## src/rtl/output_pulse_driver_if.sv

```systemverilog
// Request/status bundle for output_pulse_driver: trigger, width and hold in;
// pulse pin, status flags and queue depth out.
interface output_pulse_driver_if #(
    parameter int PEND_W = 4
);
    logic              trig;
    logic [24:0]       width;
    logic              hold;
    logic              out_n;
    logic              out_state;
    logic              busy;
    logic              done;
    logic [PEND_W-1:0] pend_cnt;
    logic              overflow;

    modport master (
        output trig, width, hold,
        input  out_n, out_state, busy, done, pend_cnt, overflow
    );

    modport slave (
        input  trig, width, hold,
        output out_n, out_state, busy, done, pend_cnt, overflow
    );
endinterface

```

## src/rtl/output_pulse_driver.sv

```systemverilog
// Active-low pulse driver with a forced idle gap between pulses and a saturating trigger queue.
// Define OUTPUT_REPEAT_EN to auto-repeat pulses while hold stays high.
module output_pulse_driver #(
    parameter int GAP    = 64,
    parameter int PEND_W = 4
) (
    input  logic                 clk,
    input  logic                 rst_n,
    output_pulse_driver_if.slave bus
);
    localparam logic [1:0] S_IDLE   = 2'd0;
    localparam logic [1:0] S_ACTIVE = 2'd1;
    localparam logic [1:0] S_GAP    = 2'd2;

    localparam logic [15:0]       GAP_LAST = 16'(GAP - 1);
    localparam logic [PEND_W-1:0] PEND_MAX = '1;
    localparam logic [PEND_W-1:0] PEND_ONE = {{(PEND_W-1){1'b0}}, 1'b1};

    logic [1:0]        state;
    logic [1:0]        state_nx;
    logic [24:0]       wcnt;
    logic [24:0]       wcnt_nx;
    logic [15:0]       gcnt;
    logic [15:0]       gcnt_nx;
    logic [PEND_W-1:0] pend;
    logic [PEND_W-1:0] pend_nx;
    logic              pulse_q;
    logic              pulse_nx;
    logic              out_n_q;
    logic              busy_q;
    logic              done_q;
    logic              done_nx;
    logic              ovf_q;
    logic              ovf_nx;
    logic              capture;
    logic              repeat_req;
    logic [PEND_W:0]   queued;

    // Returns {dropped, new_count}; a full queue drops the trigger rather than wrapping.
    function automatic logic [PEND_W:0] queue_trig(input logic t, input logic [PEND_W-1:0] cnt);
        if (!t) begin
            return {1'b0, cnt};
        end else if (cnt == PEND_MAX) begin
            return {1'b1, cnt};
        end else begin
            return {1'b0, cnt + PEND_ONE};
        end
    endfunction

`ifdef OUTPUT_REPEAT_EN
    assign repeat_req = bus.hold;
`else
    logic unused_hold;
    assign repeat_req  = 1'b0;
    assign unused_hold = bus.hold;
`endif

    always_comb begin
        state_nx = state;
        wcnt_nx  = wcnt;
        gcnt_nx  = gcnt;
        pend_nx  = pend;
        pulse_nx = pulse_q;
        done_nx  = 1'b0;
        ovf_nx   = 1'b0;
        capture  = 1'b0;
        queued   = queue_trig(bus.trig, pend);

        case (state)
            S_IDLE: begin
                capture = bus.trig;
            end

            S_ACTIVE: begin
                pend_nx = queued[PEND_W-1:0];
                ovf_nx  = queued[PEND_W];
                if (wcnt == 25'd0) begin
                    state_nx = S_GAP;
                    pulse_nx = 1'b0;
                    gcnt_nx  = GAP_LAST;
                end else begin
                    wcnt_nx = wcnt - 25'd1;
                    done_nx = (wcnt == 25'd1);
                end
            end

            S_GAP: begin
                if (gcnt != 16'd0) begin
                    gcnt_nx = gcnt - 16'd1;
                    pend_nx = queued[PEND_W-1:0];
                    ovf_nx  = queued[PEND_W];
                // A trigger on the final gap edge is queued and consumed at once: queue depth is unchanged.
                end else if (bus.trig) begin
                    capture = 1'b1;
                end else if (pend != '0) begin
                    pend_nx = pend - PEND_ONE;
                    capture = 1'b1;
                end else if (repeat_req) begin
                    capture = 1'b1;
                end else begin
                    state_nx = S_IDLE;
                end
            end

            default: begin
                state_nx = S_IDLE;
                pulse_nx = 1'b0;
            end
        endcase

        if (capture) begin
            state_nx = S_ACTIVE;
            pulse_nx = 1'b1;
            wcnt_nx  = (bus.width == 25'd0) ? 25'd0 : bus.width - 25'd1;
            done_nx  = (bus.width <= 25'd1);
        end
    end

    always_ff @(posedge clk or negedge rst_n) begin
        if (!rst_n) begin
            state   <= S_IDLE;
            wcnt    <= '0;
            gcnt    <= '0;
            pend    <= '0;
            pulse_q <= 1'b0;
            out_n_q <= 1'b1;
            busy_q  <= 1'b0;
            done_q  <= 1'b0;
            ovf_q   <= 1'b0;
        end else begin
            state   <= state_nx;
            wcnt    <= wcnt_nx;
            gcnt    <= gcnt_nx;
            pend    <= pend_nx;
            pulse_q <= pulse_nx;
            out_n_q <= ~pulse_nx;
            busy_q  <= (state_nx != S_IDLE);
            done_q  <= done_nx;
            ovf_q   <= ovf_nx;
        end
    end

    assign bus.out_n     = out_n_q;
    assign bus.out_state = pulse_q;
    assign bus.busy      = busy_q;
    assign bus.done      = done_q;
    assign bus.pend_cnt  = pend;
    assign bus.overflow  = ovf_q;

endmodule

```

## src/flat_wrapper.sv

```systemverilog
// flat-port wrapper written by rule: the top's interface ports become plain ports
module output_pulse_driver_flat 
#(
    parameter int GAP    = 64,
    parameter int PEND_W = 4
)
  (clk, rst_n, bus_trig, bus_width, bus_hold, bus_out_n, bus_out_state, bus_busy, bus_done, bus_pend_cnt, bus_overflow);
  output_pulse_driver_if #(.PEND_W(PEND_W)) bus_i ();
  input  logic clk;
  input  logic rst_n;
  input wire logic [$bits(bus_i.trig)-1:0] bus_trig;
  input wire logic [$bits(bus_i.width)-1:0] bus_width;
  input wire logic [$bits(bus_i.hold)-1:0] bus_hold;
  output wire logic [$bits(bus_i.out_n)-1:0] bus_out_n;
  output wire logic [$bits(bus_i.out_state)-1:0] bus_out_state;
  output wire logic [$bits(bus_i.busy)-1:0] bus_busy;
  output wire logic [$bits(bus_i.done)-1:0] bus_done;
  output wire logic [$bits(bus_i.pend_cnt)-1:0] bus_pend_cnt;
  output wire logic [$bits(bus_i.overflow)-1:0] bus_overflow;
  assign bus_i.trig = bus_trig;
  assign bus_i.width = bus_width;
  assign bus_i.hold = bus_hold;
  assign bus_out_n = bus_i.out_n;
  assign bus_out_state = bus_i.out_state;
  assign bus_busy = bus_i.busy;
  assign bus_done = bus_i.done;
  assign bus_pend_cnt = bus_i.pend_cnt;
  assign bus_overflow = bus_i.overflow;
  output_pulse_driver #(.GAP(GAP), .PEND_W(PEND_W)) u_core (.clk(clk), .rst_n(rst_n), .bus(bus_i));
endmodule
```

## config.mk

```make
export PLATFORM = sky130hd
export DESIGN_NAME = output_pulse_driver_flat
export DESIGN_NICKNAME = d
export VERILOG_FILES = /design/src/rtl/output_pulse_driver_if.sv /design/src/rtl/output_pulse_driver.sv /design/src/flat_wrapper.sv
export SDC_FILE = /design/constraint.sdc
export NUM_CORES = 1
export LEC_CHECK = 0
export CAP_MARGIN = 5
export CORE_MARGIN = 10
export CORE_UTILIZATION = 52
export CTS_BUF_LIST = sky130_fd_sc_hd__clkbuf_4 sky130_fd_sc_hd__clkbuf_8 sky130_fd_sc_hd__clkbuf_16
export CTS_CLUSTER_SIZE = 28
export DETAILED_ROUTE_END_ITERATION = 16
export PLACE_DENSITY = 0.77
export SYNTH_ARGS = -nofsm -noshare
export SYNTH_HDL_FRONTEND = slang
export SYNTH_SLANG_ARGS = --single-unit
```

## constraint.sdc

```tcl
create_clock -name clk -period 2.1 [get_ports clk]
set_input_delay 0.63 -clock clk [delete_from_list [all_inputs] [get_ports clk]]
set_output_delay 0.63 -clock clk [all_outputs]
set_load 0.01 [all_outputs]
```

-- Word level (Yosys, flattened, before mapping)
Cells that the tools add are included.
- register bits after elaboration: 52
- input bits: 29
- add/sub/neg operators: 5
- order comparisons: 1
- equal/unequal tests: 9
- multiplexer cells: 31
- bitwise gates (word level): 1
- reductions and logical operators: 12
- operators by type and width (kind ; count):
    2-to-1 mux 25 bit ; 4
    logical NOT 25 bit ; 2
    subtractor 25 x 1 -> 25 bit, second input constant ; 2
    2-to-1 mux 16 bit ; 2
    case mux 16 bit (2 select lines) ; 1
    == test 25 x 1 -> 1 bit, second input constant ; 1
    less-or-equal comparator 25 x 1 -> 1 bit, second input constant ; 1
    nonzero test 16 bit ; 1
    subtractor 16 x 1 -> 16 bit, second input constant ; 1
    2-to-1 mux 4 bit ; 3
    2-to-1 mux 2 bit ; 5
    2-to-1 mux 5 bit ; 2
    2-to-1 mux 1 bit ; 9
    case mux 4 bit (2 select lines) ; 1
    != test 2 x 1 -> 1 bit, second input constant ; 3
    case mux 1 bit (2 select lines) ; 3
    case mux 2 bit (3 select lines) ; 1
    AND reduction 3 bit ; 2
    nonzero test 2 bit ; 3
    adder 4 x 1 -> 4 bit, second input constant ; 1
    == test 4 bit, second input constant ; 1
    nonzero test 4 bit ; 1
    subtractor 4 x 1 -> 4 bit, second input constant ; 1
    != test 3 x 1 -> 1 bit, second input constant ; 1
    7 further kinds ; 7

-- Logic depth before layout (Yosys ltp)
- depth after elaboration: 7
- mapped depth: 9
- mapped depth without buffers: 8

-- Least setup slack after synthesis
OpenSTA, ideal clock, no wires.
- path kind: input-to-reg
- start point: input port bus_width[1]
- end point: register u_core.wcnt[13]
- arrival: 2.369 ns
- required time: 1.977 ns
- path slack: -0.392 ns
- stages: 9
- buffers on the path: 1
- cells stage by stage: inv_1 ha_1 nor4b_1 nand4_1 nor3_4 nor3_4 buf_6 a32oi_1 nand2_1
- cells in the longest elaborated chain, start to end: 3
- ends and longest elaborated chain (what ; RTL line ; RTL):
    start, declared ; flat_wrapper.sv:12 ; input wire logic [$bits(bus_i.width)-1:0] bus_width;
    subtractor 25 x 1 -> 25 bit or logical NOT 25 bit (tied branches) ; output_pulse_driver.sv:114 ; wcnt_nx = (bus.width == 25'd0) ? 25'd0 : bus.width - 25'd1;
    2-to-1 mux 25 bit (*) ; output_pulse_driver.sv:114 ;
    2-to-1 mux 25 bit (*) ; output_pulse_driver.sv:111 ; if (capture) begin
    end signal, assigned ; output_pulse_driver.sv:132 ; wcnt <= wcnt_nx;
    end, declared ; output_pulse_driver.sv:21 ; logic [24:0] wcnt;
Every way passes the cells marked *; elsewhere a longest branch is shown, timed or not.
A chain may end at the register's enable or synchronous reset.

-- Final worst setup path
- start point: register u_core.pend[1], in the netlist u_core.bus.pend_cnt[1]
- end point: register u_core.wcnt[24]
- cells in the longest elaborated chain, start to end: 7
- ends and longest elaborated chain (what ; RTL line ; RTL):
    start, declared ; output_pulse_driver.sv:25 ; logic [PEND_W-1:0] pend;
    start signal, assigned ; output_pulse_driver.sv:134 ; pend <= pend_nx;
    nonzero test 4 bit (*) ; output_pulse_driver.sv:95 ; end else if (pend != '0) begin
    2-to-1 mux 1 bit (*) ; output_pulse_driver.sv:95 ;
    2-to-1 mux 1 bit (*) ; output_pulse_driver.sv:93 ; end else if (bus.trig) begin
    2-to-1 mux 1 bit (*) ; output_pulse_driver.sv:88 ; if (gcnt != 16'd0) begin
    case mux 1 bit (2 select lines) (*) ; output_pulse_driver.sv:69 ; case (state)
    != test 2 x 1 -> 1 bit (no source line) or nonzero test 2 bit (tied branches) ; -- ;
    AND reduction 2 bit (no source line) ; -- ;
Marks and branches as above.

==> results.txt <==
The reg-to-reg startpoint is u_core.bus.pend_cnt[1]$_DFFE_PN0P_. The flip-flop and latch count after synthesis is between 50 and 60. The critical path goes through inv_1, ha_2, inv_2, o41ai_4, o31ai_4, buf_12, or3_1, o41ai_1, a211o_1.

On the critical path, the stage with the largest delay is an instance of dfrtp_1. The worst-path maximum fanout came out at 6. The pre-CTS worst setup slack came out at -758 ps.

The count of nets after finishing is between 600 and 700. The number of cell instances on the worst register-to-register path came out at 9. The longest clock path from root to sink contains 2 buffers. The maximum vdd drop is approximately 0.45 mV.

The sequential-to-total area share from yosys stat is approximately 34%. The final weighted congestion of routability-driven global placement is between 0.9 and 1. Setup repair after global routing could not meet its margin everywhere. The number of synthesized flops with an enable pin came out at 0. Summed over all failing endpoints, the final setup total negative slack is -6490 ps. Global routing consumed, over all layers together, between 20% and 30% of the routing resources. The fraction of the cycle the final worst path needs is 113%. The first global-routing pass estimated between 20 and 25 mm of wire.

After synthesis, the cell types taking the most area are dfrtp_1, nand2_1, nand3_1. The clock buffer count from CTS is 5. Counting I/O delays and the setup requirement, the final critical path takes 2370 ps. The floorplan step defined a die boundary enclosing about 11000 µm². The number of placed cells counting well taps came out at 711.

The tool flagged a number of max-cap violations equal to 0. Relative to the synthesized area, the layout overhead comes to 65.0%. The row count came out at 31. On the critical path the largest part of the delay comes from compound AO/OA/AOI/OAI gates. The number of nets in the synthesized netlist is 500. The reported leakage power is 2.83 nW.

The data required time at the worst endpoint is approximately 2400 ps. The number of instances in the synthesized netlist is 459. The cts-stage hold buffer count came out at 0.

The critical path in this run is classified as reg2reg. The run finished, with violations left. The switching power came out at a little under 3 mW. The number of ports placed on the die boundary came out at 38. The final worst setup slack came out at -270 ps.

The final reports fail on negative setup slack. STA classifies the critical path endpoint as a register. The most used flip-flop cell after synthesis is dfrtp_1. By count the netlist is led by dfrtp_1, nand2_1, nor2_1. The repair_antennas step left the layout with diodes totalling 0. The die is about 110 µm tall. In this run the number of H-tree levels came out at 2.

The vias per cell came out at slightly below 7. In this run the tightest slew margin relative to its limit is 58.6%. The count of input and output buffers came out at 36.

The setup check on the worst reg-to-reg path leaves a slack of -270 ps. In the final routed layout, each cell accounts on average for roughly 22 µm. The sequential power share is 25.8%. The path class of the tightest hold or removal check is in2async. The number of hold violations in the final report is 0. The met3 wirelength from detailed routing is approximately 1.7 mm. After the flow finishes, the layout carries non-filler instances totaling between 700 and 800. The top metal layer carrying routed signals is met4.

The setup skew after layout came out at approximately 14 ps. The via total after detailed routing came out at 5034. The post-layout utilization of the core came out at around 88%. The number of library cell types mapped by synthesis came out at 64.

The count of buffering cells on the critical path with inverters included is 3. The clock latency of the later-clocked register in the worst-skew pair came out at between 300 and 400 ps. TritonCTS built the clock tree. The type of element launching the critical path is a register. The area of placed instances came out at between 5000 and 6000 µm².

The transition at the pin with the smallest max-transition slack came out at 617 ps. In this run the horizontal extent of the chip is 106 µm. Data arrives at the worst endpoint at about 2600 ps.

In this run, the number of DRC markers left after iteration 0 of detailed routing was roughly 710. The worst-case hold slack came out at ~250 ps. For this run, the top clock speed supported by timing is around 420 MHz. The root buffer selected by CTS is clkbuf_8. A synthesized cell averages roughly 8.5 µm². For this block, wires on met1 add up to about 6 mm.

The power density of the placed cells is 1000 nW/µm². The clock network fraction of total power came out at about a tenth. The starting density of the core is a little over half. The post-detailed-placement half-perimeter wirelength came out at around 9.4 mm. The first TritonRoute pass finished after 6 iterations. The mapped cell area is 3890 µm². The area share of the leading cell type in the synthesized netlist is 32.8%.

The max-slew violation count is 0. The maximum number of pins on one net before global-route repair is 36. The met2 routed wirelength is a little over 8 mm. The number of clock sinks is 52.

The number of setup violations in the final report is 48. The proportion of power drawn by combinational gates is between 60% and 70%. The via count of the first global-routing pass is 4612.

The share of final-layout standard cells stronger than drive strength 1 is about 45%. The clock slew at the register clock pins of the worst setup and hold paths came out at around 100 ps. The placeable core region came out at 7250 µm².

The share of total power consumed by net switching is between 40% and 50%. The residual antenna-violating net count after detailed routing is 0. The fraction of registers with async set/reset came out at 100%. The internal portion of the total power is approximately 3.5 mW.

The initial antenna violation count is 0. The DRC violation count after routing is 0. In this run the critical register-to-register path is captured at u_core.wcnt[24]$_DFFE_PN0P_. The leading area contributor after synthesis is dfrtp_1. The number of warning messages in the yosys log is 0. dfrtp_1 is the most common cell in the netlist. Summing all non-filler instances in the final layout gives an area of roughly 6400 µm². The post-detailed-routing wire length is approximately 17 mm.

The global-route congestion overflow total came out at 0. The largest stage delay on the critical path is 400 ps. The overall power consumption came out at ~6.4 mW.
state kept, by name, summed over array words and instances, names as in the netlist:
register,flops
u_core.bus.done,1
u_core.bus.out_n,1
u_core.wcnt,25
u_core.bus.pend_cnt,4
u_core.bus.overflow,1
u_core.state,2
u_core.bus.busy,1
u_core.gcnt,16
u_core.bus.out_state,1
how the worst max path moves through the flow:
stage / startpoint / to / slack (ps) / cells past startpoint
6_report: u_core.bus.pend_cnt[1]$_DFFE_PN0P_ / u_core.wcnt[24]$_DFFE_PN0P_ / -270 / 9
5_1_grt: u_core.wcnt[15]$_DFFE_PN0P_ / u_core.gcnt[12]$_DFFE_PN0P_ / -320 / 8
4_1_cts: u_core.wcnt[12]$_DFFE_PN0P_ / u_core.wcnt[24]$_DFFE_PN0P_ / -100 / 7
3_5_place_dp: bus_width[1] / u_core.wcnt[2]$_DFFE_PN0P_ / -760 / 10
3_3_place_gp: bus_width[1] / u_core.wcnt[2]$_DFFE_PN0P_ / -670 / 10
2_1_floorplan: bus_width[1] / u_core.wcnt[13]$_DFFE_PN0P_ / -170 / 9
cells in the final DEF, fill, tap and decap left out, types with 8 or more instances in the layout:
cell type,count
buf_4,135
nor2_1,36
a21oi_1,9
a31oi_1,9
o21ai_1,19
nand3_1,23
o21ai_0,10
nand2_4,10
inv_1,14
dfrtp_1,51
nor4_4,9
xor2_1,13
nand2_1,36
dlymetal6s2s_1,10
clkdlybuf4s50_1,12
buf_6,16
a21oi_2,8
nor3_1,13
ha_1,9
xnor2_1,9
power by group through the flow:
stage / sequential (mW) / clock (mW) / combinational, mW
global route: 1.67 / 0.635 / 4.37
global placement: 1.57 / 0 / 3.00
floorplan: 1.69 / 0 / 1.43
CTS: 1.59 / 0.603 / 3.35
detailed placement: 1.60 / 0 / 3.09
finish: 1.66 / 0.610 / 4.17
per-layer routing:
layer	track usage [%]	vias up
met3	4.59	140
met5	0	-
met2	40.3	416
li1	-	2112
met1	25.7	2366
met4	9.67	0
final cells by class:
type,count,area (µm²)
Clock buffer,7,83.8
Fill cell,310,837
Inverter,19,86.3
Sequential cell,52,1300
Clock inverter,1,5.00
Multi-Input combinational cell,373,3070
Tap cell,99,124
Timing Repair Buffer,197,1750
logic make-up (layout without fill, tap and decap cells):
group,after synthesis,in the layout,share of synthesized area (%)
and+or+nand+nor,218,218,31.6
AOI/OAI and AO/OA,116,117,21.0
DFF,52,52,33.5
buffers and inverters,35,224,3.99
xor gates and xnor gates,22,22,4.96
adders and majority gates,12,12,3.86
muxes,4,4,1.03
what timing repair did:
item,CTS,global route
cloned,2,2
resized for setup,71,112
pin swaps,22,50
setup endpoints to repair,42,47
setup buffers,14,12
No activity file was read; power rests on OpenSTA's default activity.
